<file path="src/rtl/logic_unit_arbiter_if.sv">
// Request/result bundle for the shared logic-unit arbiter.
// master: requesters + result consumer; slave: the arbiter.
interface logic_unit_arbiter_if #(
    parameter int WIDTH = 8
);
    logic [3:0]         req;
    logic [7:0]         op;
    logic [4*WIDTH-1:0] a;
    logic [4*WIDTH-1:0] b;
    logic [3:0]         gnt;
    logic               res_valid;
    logic               res_ready;
    logic [WIDTH-1:0]   res_data;
    logic [1:0]         res_id;
    logic               busy;
    logic [15:0]        op_count;

    modport master (
        output req, op, a, b, res_ready,
        input  gnt, res_valid, res_data, res_id, busy, op_count
    );

    modport slave (
        input  req, op, a, b, res_ready,
        output gnt, res_valid, res_data, res_id, busy, op_count
    );
endinterface

</file>
<file path="src/rtl/logic_unit_arbiter.sv">
// Round-robin arbiter in front of one shared bitwise logic unit.
// Ports: clk, rst (sync, active-high), bus (slave side of the if).
module logic_unit_arbiter #(
    parameter int WIDTH = 8
) (
    input logic              clk,
    input logic              rst,
    logic_unit_arbiter_if.slave bus
);
    typedef enum logic [1:0] {
        IDLE = 2'd0,
        EXEC = 2'd1,
        RESP = 2'd2
    } state_t;

    state_t             state_q, state_d;
    logic [1:0]         ptr_q, ptr_d;
    logic [1:0]         win_q, win_d;
    logic [1:0]         op_q, op_d;
    logic [WIDTH-1:0]   a_q, a_d;
    logic [WIDTH-1:0]   b_q, b_d;
    logic [3:0]         gnt_q, gnt_d;
    logic               res_valid_q, res_valid_d;
    logic [WIDTH-1:0]   res_data_q, res_data_d;
    logic [1:0]         res_id_q, res_id_d;
    logic               busy_q, busy_d;
    logic [15:0]        op_count_q, op_count_d;

    logic [1:0]         pick;
    logic [1:0]         idx;
    logic               found;
    logic [WIDTH-1:0]   lu_res;

    // First requesting index at or after ptr, wrapping mod 4.
    always_comb begin
        pick  = ptr_q;
        idx   = ptr_q;
        found = 1'b0;
        for (int k = 0; k < 4; k++) begin
            idx = ptr_q + 2'(k);
            if (!found && bus.req[idx]) begin
                pick  = idx;
                found = 1'b1;
            end
        end
    end

    always_comb begin
        lu_res = '0;
        unique case (op_q)
            2'b00: lu_res = ~a_q;
            2'b01: lu_res = a_q & b_q;
            2'b10: lu_res = a_q | b_q;
            2'b11: lu_res = a_q ^ b_q;
            default: lu_res = '0;
        endcase
    end

    always_comb begin
        state_d     = state_q;
        ptr_d       = ptr_q;
        win_d       = win_q;
        op_d        = op_q;
        a_d         = a_q;
        b_d         = b_q;
        gnt_d       = '0;
        res_valid_d = res_valid_q;
        res_data_d  = res_data_q;
        res_id_d    = res_id_q;
        op_count_d  = op_count_q;

        unique case (state_q)
            IDLE: begin
                if (found) begin
                    win_d   = pick;
                    op_d    = bus.op[{pick, 1'b0} +: 2];
                    a_d     = bus.a[pick*WIDTH +: WIDTH];
                    b_d     = bus.b[pick*WIDTH +: WIDTH];
                    // Registered, so the pulse lands in the EXEC cycle.
                    gnt_d   = 4'b0001 << pick;
                    state_d = EXEC;
                end
            end
            EXEC: begin
                res_data_d  = lu_res;
                res_id_d    = win_q;
                res_valid_d = 1'b1;
                state_d     = RESP;
            end
            RESP: begin
                if (bus.res_ready) begin
                    res_valid_d = 1'b0;
                    ptr_d       = win_q + 2'd1;
                    if (op_count_q != 16'hFFFF) begin
                        op_count_d = op_count_q + 16'd1;
                    end
                    state_d     = IDLE;
                end
            end
            default: state_d = IDLE;
        endcase

        busy_d = (state_d != IDLE);
    end

    always_ff @(posedge clk) begin
        if (rst) begin
            state_q     <= IDLE;
            ptr_q       <= '0;
            win_q       <= '0;
            op_q        <= '0;
            a_q         <= '0;
            b_q         <= '0;
            gnt_q       <= '0;
            res_valid_q <= 1'b0;
            res_data_q  <= '0;
            res_id_q    <= '0;
            busy_q      <= 1'b0;
            op_count_q  <= '0;
        end else begin
            state_q     <= state_d;
            ptr_q       <= ptr_d;
            win_q       <= win_d;
            op_q        <= op_d;
            a_q         <= a_d;
            b_q         <= b_d;
            gnt_q       <= gnt_d;
            res_valid_q <= res_valid_d;
            res_data_q  <= res_data_d;
            res_id_q    <= res_id_d;
            busy_q      <= busy_d;
            op_count_q  <= op_count_d;
        end
    end

    assign bus.gnt       = gnt_q;
    assign bus.res_valid = res_valid_q;
    assign bus.res_data  = res_data_q;
    assign bus.res_id    = res_id_q;
    assign bus.busy      = busy_q;
    assign bus.op_count  = op_count_q;
endmodule

</file>
<file path="src/flat_wrapper.sv">
// flat-port wrapper written by rule: the top's interface ports become plain ports
module logic_unit_arbiter_flat 
#(
    parameter int WIDTH = 8
)
  (clk, rst, bus_req, bus_op, bus_a, bus_b, bus_res_ready, bus_gnt, bus_res_valid, bus_res_data, bus_res_id, bus_busy, bus_op_count);
  logic_unit_arbiter_if #(.WIDTH(WIDTH)) bus_i ();
  input logic clk;
  input logic rst;
  input wire logic [$bits(bus_i.req)-1:0] bus_req;
  input wire logic [$bits(bus_i.op)-1:0] bus_op;
  input wire logic [$bits(bus_i.a)-1:0] bus_a;
  input wire logic [$bits(bus_i.b)-1:0] bus_b;
  input wire logic [$bits(bus_i.res_ready)-1:0] bus_res_ready;
  output wire logic [$bits(bus_i.gnt)-1:0] bus_gnt;
  output wire logic [$bits(bus_i.res_valid)-1:0] bus_res_valid;
  output wire logic [$bits(bus_i.res_data)-1:0] bus_res_data;
  output wire logic [$bits(bus_i.res_id)-1:0] bus_res_id;
  output wire logic [$bits(bus_i.busy)-1:0] bus_busy;
  output wire logic [$bits(bus_i.op_count)-1:0] bus_op_count;
  assign bus_i.req = bus_req;
  assign bus_i.op = bus_op;
  assign bus_i.a = bus_a;
  assign bus_i.b = bus_b;
  assign bus_i.res_ready = bus_res_ready;
  assign bus_gnt = bus_i.gnt;
  assign bus_res_valid = bus_i.res_valid;
  assign bus_res_data = bus_i.res_data;
  assign bus_res_id = bus_i.res_id;
  assign bus_busy = bus_i.busy;
  assign bus_op_count = bus_i.op_count;
  logic_unit_arbiter #(.WIDTH(WIDTH)) u_core (.clk(clk), .rst(rst), .bus(bus_i));
endmodule
</file>
<file path="config.mk">
export PLATFORM = sky130hd
export DESIGN_NAME = logic_unit_arbiter_flat
export DESIGN_NICKNAME = d
export VERILOG_FILES = /design/src/rtl/logic_unit_arbiter_if.sv /design/src/rtl/logic_unit_arbiter.sv /design/src/flat_wrapper.sv
export SDC_FILE = /design/constraint.sdc
export NUM_CORES = 1
export LEC_CHECK = 0
export ABC_AREA = 1
export CAP_MARGIN = 10
export CORE_ASPECT_RATIO = 2
export CORE_MARGIN = 8
export CORE_UTILIZATION = 67
export CTS_CLUSTER_DIAMETER = 150
export DETAILED_ROUTE_END_ITERATION = 16
export DONT_BUFFER_PORTS = 1
export PLACE_DENSITY_LB_ADDON = 0.12
export SETUP_SLACK_MARGIN = 0.05
export SYNTH_ARGS = -nofsm -noshare
export SYNTH_HDL_FRONTEND = slang
export SYNTH_SLANG_ARGS = --single-unit
</file>
<file path="constraint.sdc">
create_clock -name clk -period 3 [get_ports clk]
set_clock_uncertainty 0.1 [all_clocks]
set_input_delay 0 -clock clk [delete_from_list [all_inputs] [get_ports clk]]
set_output_delay 0 -clock clk [all_outputs]
set_load 0.02 [all_outputs]
</file>
After elaboration in Yosys (flattened, before gate mapping) --
Cells that the tools add are included.
Word-level totals: bits in registers 56, word-level logic and storage cells 74
Cells by class: muxes and demuxes 21, reduce and logical (&&, ||, !) cells 15, equality and inequality tests 7, add/sub/neg operators 5, bitwise operators 6, $lt $le $gt $ge 4, shift operators 4
Operators with widths (count):
- $shiftx A32 B6 Y8 | 2
- $pmux W8 S4 | 1
- $add A16 B1 Y16 const B | 1
- $ne A16 B16 Y1 const B | 1
- $lt A2 B3 Y1 const B | 4
- $mux W2 | 5
- $mux W1 | 9
- $and A8 B8 Y8 | 1
- $bmux W1 S2 | 4
- $not A8 Y8 | 1
- $or A8 B8 Y8 | 1
- $shiftx A8 B4 Y2 | 1
- $xor A8 B8 Y8 | 1
- $eq A2 B2 Y1 const B | 3
- $pmux W2 S3 | 1
- $reduce_and A2 Y1 | 3
- $add A2 B1 Y2 const B | 2
- $add A2 B2 Y2 const B | 2
- $eq A2 B1 Y1 const B | 2
- $logic_not A2 Y1 | 2
- $reduce_bool A2 Y1 | 2
- $shl A1 B2 Y4 const A | 1
- $logic_and A1 B1 Y1 | 3
- $logic_not A1 Y1 | 3
- 5 further kinds | 6

Longest topological paths before layout --
depth after elaboration 15, depth in mapped cells 17, depth with buffers taken out 16

Least setup slack after synthesis --
OpenSTA, ideal clock, no wires.
path kind reg2reg, start point register u_core.op_count_q[5] (netlist: u_core.bus.op_count[5]), end point register u_core.op_count_q[8] (netlist: u_core.bus.op_count[8]), data required time 2.779 ns, arrival time 1.704 ns, period minus slack after synthesis 1.925 ns, path buffers 1, path slack 1.075 ns, cell stages (with the launch flop) 11, path through dfxtp_1 -> buf_2 -> nand2_1 -> nor3_2 -> nand3_1 -> nand2_1 -> inv_2 -> nand2_1 -> nor2_1 -> a31oi_1 -> nor2_1
Between the ends: cells in the longest elaborated chain, start to end 2, elaborated cells between the ends (all ways) 3, classes of those cells 1 x add/sub; 1 x eq/ne; 1 x reduce/logical
RTL lines:
- from (decl) | RTL line logic_unit_arbiter.sv:27 | logic [15:0] op_count_q, op_count_d;
- from (signal assigned) | RTL line logic_unit_arbiter.sv:132 | op_count_q <= op_count_d;
- parallel branches: the longest is 2 deep, another holds $add A16 B1 Y16
Several ways; the timed one is not identified. A chain may end at the register's enable or synchronous reset.

Worst setup path after layout --
start point register u_core.ptr_q[0], end point register u_core.a_q[2]
Between the ends: cells in the longest elaborated chain, start to end 13, elaborated cells between the ends (all ways) 26, classes of those cells 3 x add/sub; 1 x shift; 15 x mux; 7 x reduce/logical
RTL lines:
- from (decl) | RTL line logic_unit_arbiter.sv:17 | logic [1:0] ptr_q, ptr_d;
- from (signal assigned) | RTL line logic_unit_arbiter.sv:122 | ptr_q <= ptr_d;
- parallel branches: the longest is 13 deep, another holds $add A2 B1 Y2
- to (signal assigned) | RTL line logic_unit_arbiter.sv:112 | a_q <= '0;
- to (signal assigned) | RTL line logic_unit_arbiter.sv:125 | a_q <= a_d;
- to (decl) | RTL line logic_unit_arbiter.sv:20 | logic [WIDTH-1:0] a_q, a_d;
Several ways; the timed one is not identified. The select of a mux whose other input is x is not followed.

==> results.txt <==
----------------------------------------------------
[Run status]
  Outcome ... complete, no violations

[Detailed routing]
  Post-detailed-route wirelength per cell ... 19.4 µm
  Antenna viol nets, final ... 0
  Iteration count of the initial detailed-routing pass ... 9
  Total number of vias ... 4,444
  Starting DRT DRC Count ... 436
  Wirelength, routed ... 13,800 µm
  Drc violations ... 0
  Average via count per standard cell ... 6.22

[CTS]
  Deepest clock path buffer count ... 2
  CTS tree ... done
  Number of buffers inserted to repair setup after CTS ... 0
  Register clock-pin slew on the reported worst setup and hold paths ... 0.10 ns
  CTS Root Buffer Type ... clkbuf_8
  Worst-Skew Late Latency ... 0.32 ns
  CTS sink cnt ... 56
  Number of CTS-inserted buffers ... 5
  Number of levels the H-tree was split into ... 2

[Layout]
  Ratio of cells with drive above 1 in the final layout ... 0.0490
  Post-route standard cell area excluding fillers ... 0.00451 mm²
  Final-layout fill cell count ... 314
  Final non-filler cell total ... 714
  Number of nets in the final layout ... 748
  Synthesis-to-layout area growth ... 21.7%

[Synthesis]
  Area share of the leading cell type in the synthesized netlist ... 0.302
  Post-Synthesis Mean Instance Area ... 6.22 µm²
  Area of the mapped netlist ... 0.00371 mm²
  Post-Syn Instances ... 596
  List of most frequent post-synthesis cells ... nand2_1, nand3_1, inv_1
  Library cell with the largest summed area after synthesis ... dfxtp_1
  Count of synthesis-stage warnings from yosys ... 0
  Sequential element share of the synthesized area ... 0.302
  Nets in the synthesized netlist ... 692
  Count of flip-flops with a built-in enable after synthesis ... 0
  Most instantiated flip-flop cell in the synthesis netlist ... dfxtp_1
  Number of synthesized register bits ... 56
  Async SR Flop Fraction ... 0
  Yosys cell types ... 31
  Biggest area contributors in the synthesized netlist ... dfxtp_1, nand2_1, nand3_1
  Most instantiated library cell after synthesis ... nand2_1

[Place]
  Placement-stage worst setup slack ... 0.293 ns
  Post-detailed-placement half-perimeter wirelength ... 7480 µm
  Placed Area ... 0.00367 mm²
  Gp weighted congestion ... 0.857
  Quantity of I/O buffers inserted on ports ... 0
  Instance count after placement with tap cells included ... 632

[STA]
  Maximum operating frequency ... 369 MHz
  Setup_tns ... 0 ns
  Number of slew-limit violations in the final report ... 0
  Clock period minus worst slack ... 2.71 ns
  Relative slew slack ... 0.214
  Worst Setup Slack, final ... 0.287 ns
  Final Cycle Share ... 0.904
  Transition at the pin with the smallest max-transition slack ... 1.17 ns
  RSZ-0062 raised after global routing ... false
  Number of endpoints with negative hold slack in the final report ... 0
  Setup Viol. Count Final ... 0

[Floorplanning]
  Horizontal die dimension ... 68.6 µm
  Num ports ... 111
  Die Footprint ... 0.00832 mm²
  Core area ... 0.00537 mm²
  Starting density of the core ... 0.690
  Number of standard-cell rows in the floorplan ... 38
  Die height ... 121 µm

[Global routing]
  Maximum number of pins on one net before global-route repair ... 41
  Global Route Usage Sum ... 0.323
  Global-route wire length before repair ... 21,100 µm
  Vias in the first global route ... 4,524
  Total grt overflow ... 0
  Antenna violations before repair ... 0

[Worst setup path]
  Category of the worst setup path launch point ... register
  Type of destination of the critical path ... register
  Required time of the critical path ... 3.16 ns
  Worst Path Arrival ... 2.88 ns
  CP Max Fanout ... 40
  Worst setup path category ... reg2reg

[Flow run]
  Max-cap check violation count ... 0

[Pwr]
  Power density over the cells ... 537 mW/mm²
  Power consumption ... 2.43 mW
  Leak pwr ... 2.21 nW
  Worst vdd ir ... 0.513 mV

[Worst hold path]
  Class of the worst hold path ... in2reg

----------------------------------------------------
[cell usage in the layout, fill, tap and decap left out, drive strengths merged]
master,Yosys,layout
o21ai,25,25
inv,69,69
and3,1,1
ha,17,17
xor2,4,4
clkbuf,14,6
bufinv,0,1
nor4,1,1
diode,0,1
dlygate4sd3,0,72
nand3,75,75
clkinv,1,2
o22ai,3,3
a31oi,11,11
o31ai,1,1
o21bai,1,1
buf,14,4
xnor2,1,1
nor3,6,7
dfxtp,56,56
nand2,209,209
nand4,7,7
o21a,1,1
a21oi,49,49
nor2,30,30
[final timing paths]
kind,cells past startpoint,slack [ns],to,from
worst max register to register,15,0.29,u_core.a_q[2],u_core.ptr_q[0]
worst min register to register,1,0.40,u_core.ptr_q[0],u_core.win_q[0]
worst min-delay path,3,0.03,u_core.bus.op_count[10],rst
worst max-delay path,15,0.29,u_core.a_q[2],u_core.ptr_q[0]
[logic make-up (layout without fill, tap and decap cells)]
family	after synthesis	after routing	share of synthesized area
AO/OA/AOI/OAI	91	91	0.130
XOR/XNOR	5	5	0.0118
adder cells (fa/ha/maj)	17	17	0.0574
buffers and inverters	98	154	0.113
flip-flops	56	56	0.302
other	0	1	0
AND/OR/NAND/NOR	329	330	0.386
[worst max-delay path, cell delays in order (launching register included)]
cell     delay, ns
dfxtp_2       0.49
inv_2         0.13
nand2_1       0.14
nand3_1       0.10
nand2_1       0.18
nand3_1       0.15
nand2_1       0.15
nand2_4       0.23
nand2_2       0.17
buf_12        0.21
nand2_1       0.09
nand2_1       0.10
nand2_1       0.09
nand3_1       0.16
nand2_1       0.08
inv_1         0.09
[through the flow]
step | utilization | hold WS [ns]
after CTS | 0.837 | 0.0000993
final | 0.840 | 0.0312
after detailed placement | 0.683 | -0.0220
after global placement | 0.683 | -0.0253
after floorplan | - | 0.102
after global routing | 0.840 | 0.0582
[flip-flops by register name (all words and copies together), names as in the netlist]
register	flops
u_core.bus.op_count	16
u_core.a_q	8
u_core.b_q	8
u_core.bus.res_data	8
u_core.bus.gnt	4
u_core.bus.res_id	2
u_core.op_q	2
u_core.ptr_q	2
u_core.state_q	2
u_core.win_q	2
u_core.bus.busy	1
u_core.bus.res_valid	1
[report_power, final]
group,switching [mW],internal (mW),total [mW],leakage (nW)
clock network,0.256,0.248,0.505,0.0552
logic,0.625,0.312,0.938,1.70
registers,0.139,0.844,0.982,0.460
total,1.02,1.40,2.43,2.21
[cell type report]
cell class / count / area [µm²] / area share
repair buffers: 76 / 763 / 0.169
multi-input cells: 443 / 2180 / 0.483
clock inverters: 2 / 35.0 / 0.00776
diodes: 1 / 2.50 / 0.000554
well taps: 60 / 75.1 / 0.0166
flip-flops and latches: 56 / 1120 / 0.249
inverters: 70 / 263 / 0.0582
clock buffers: 6 / 72.6 / 0.0161
[repair_timing]
item                                   4_1_cts  5_1_grt
endpoints found under the hold margin       35        0
resized for setup                            0        1
setup endpoints to repair                    0       23
hold buffers                                72        0
[layer usage]
metal | up-vias | wire, µm | track usage | part of all wire
met4 | 0 | 976 | 0.231 | 0.071
met2 | 345 | 6800 | 0.544 | 0.49
met5 | - | 0 | 0 | 0
li1 | 2032 | - | - | -
met1 | 1976 | 4500 | 0.316 | 0.33
met3 | 91 | 1560 | 0.0962 | 0.11
Note: power is estimated with default switching activity, not from simulation.
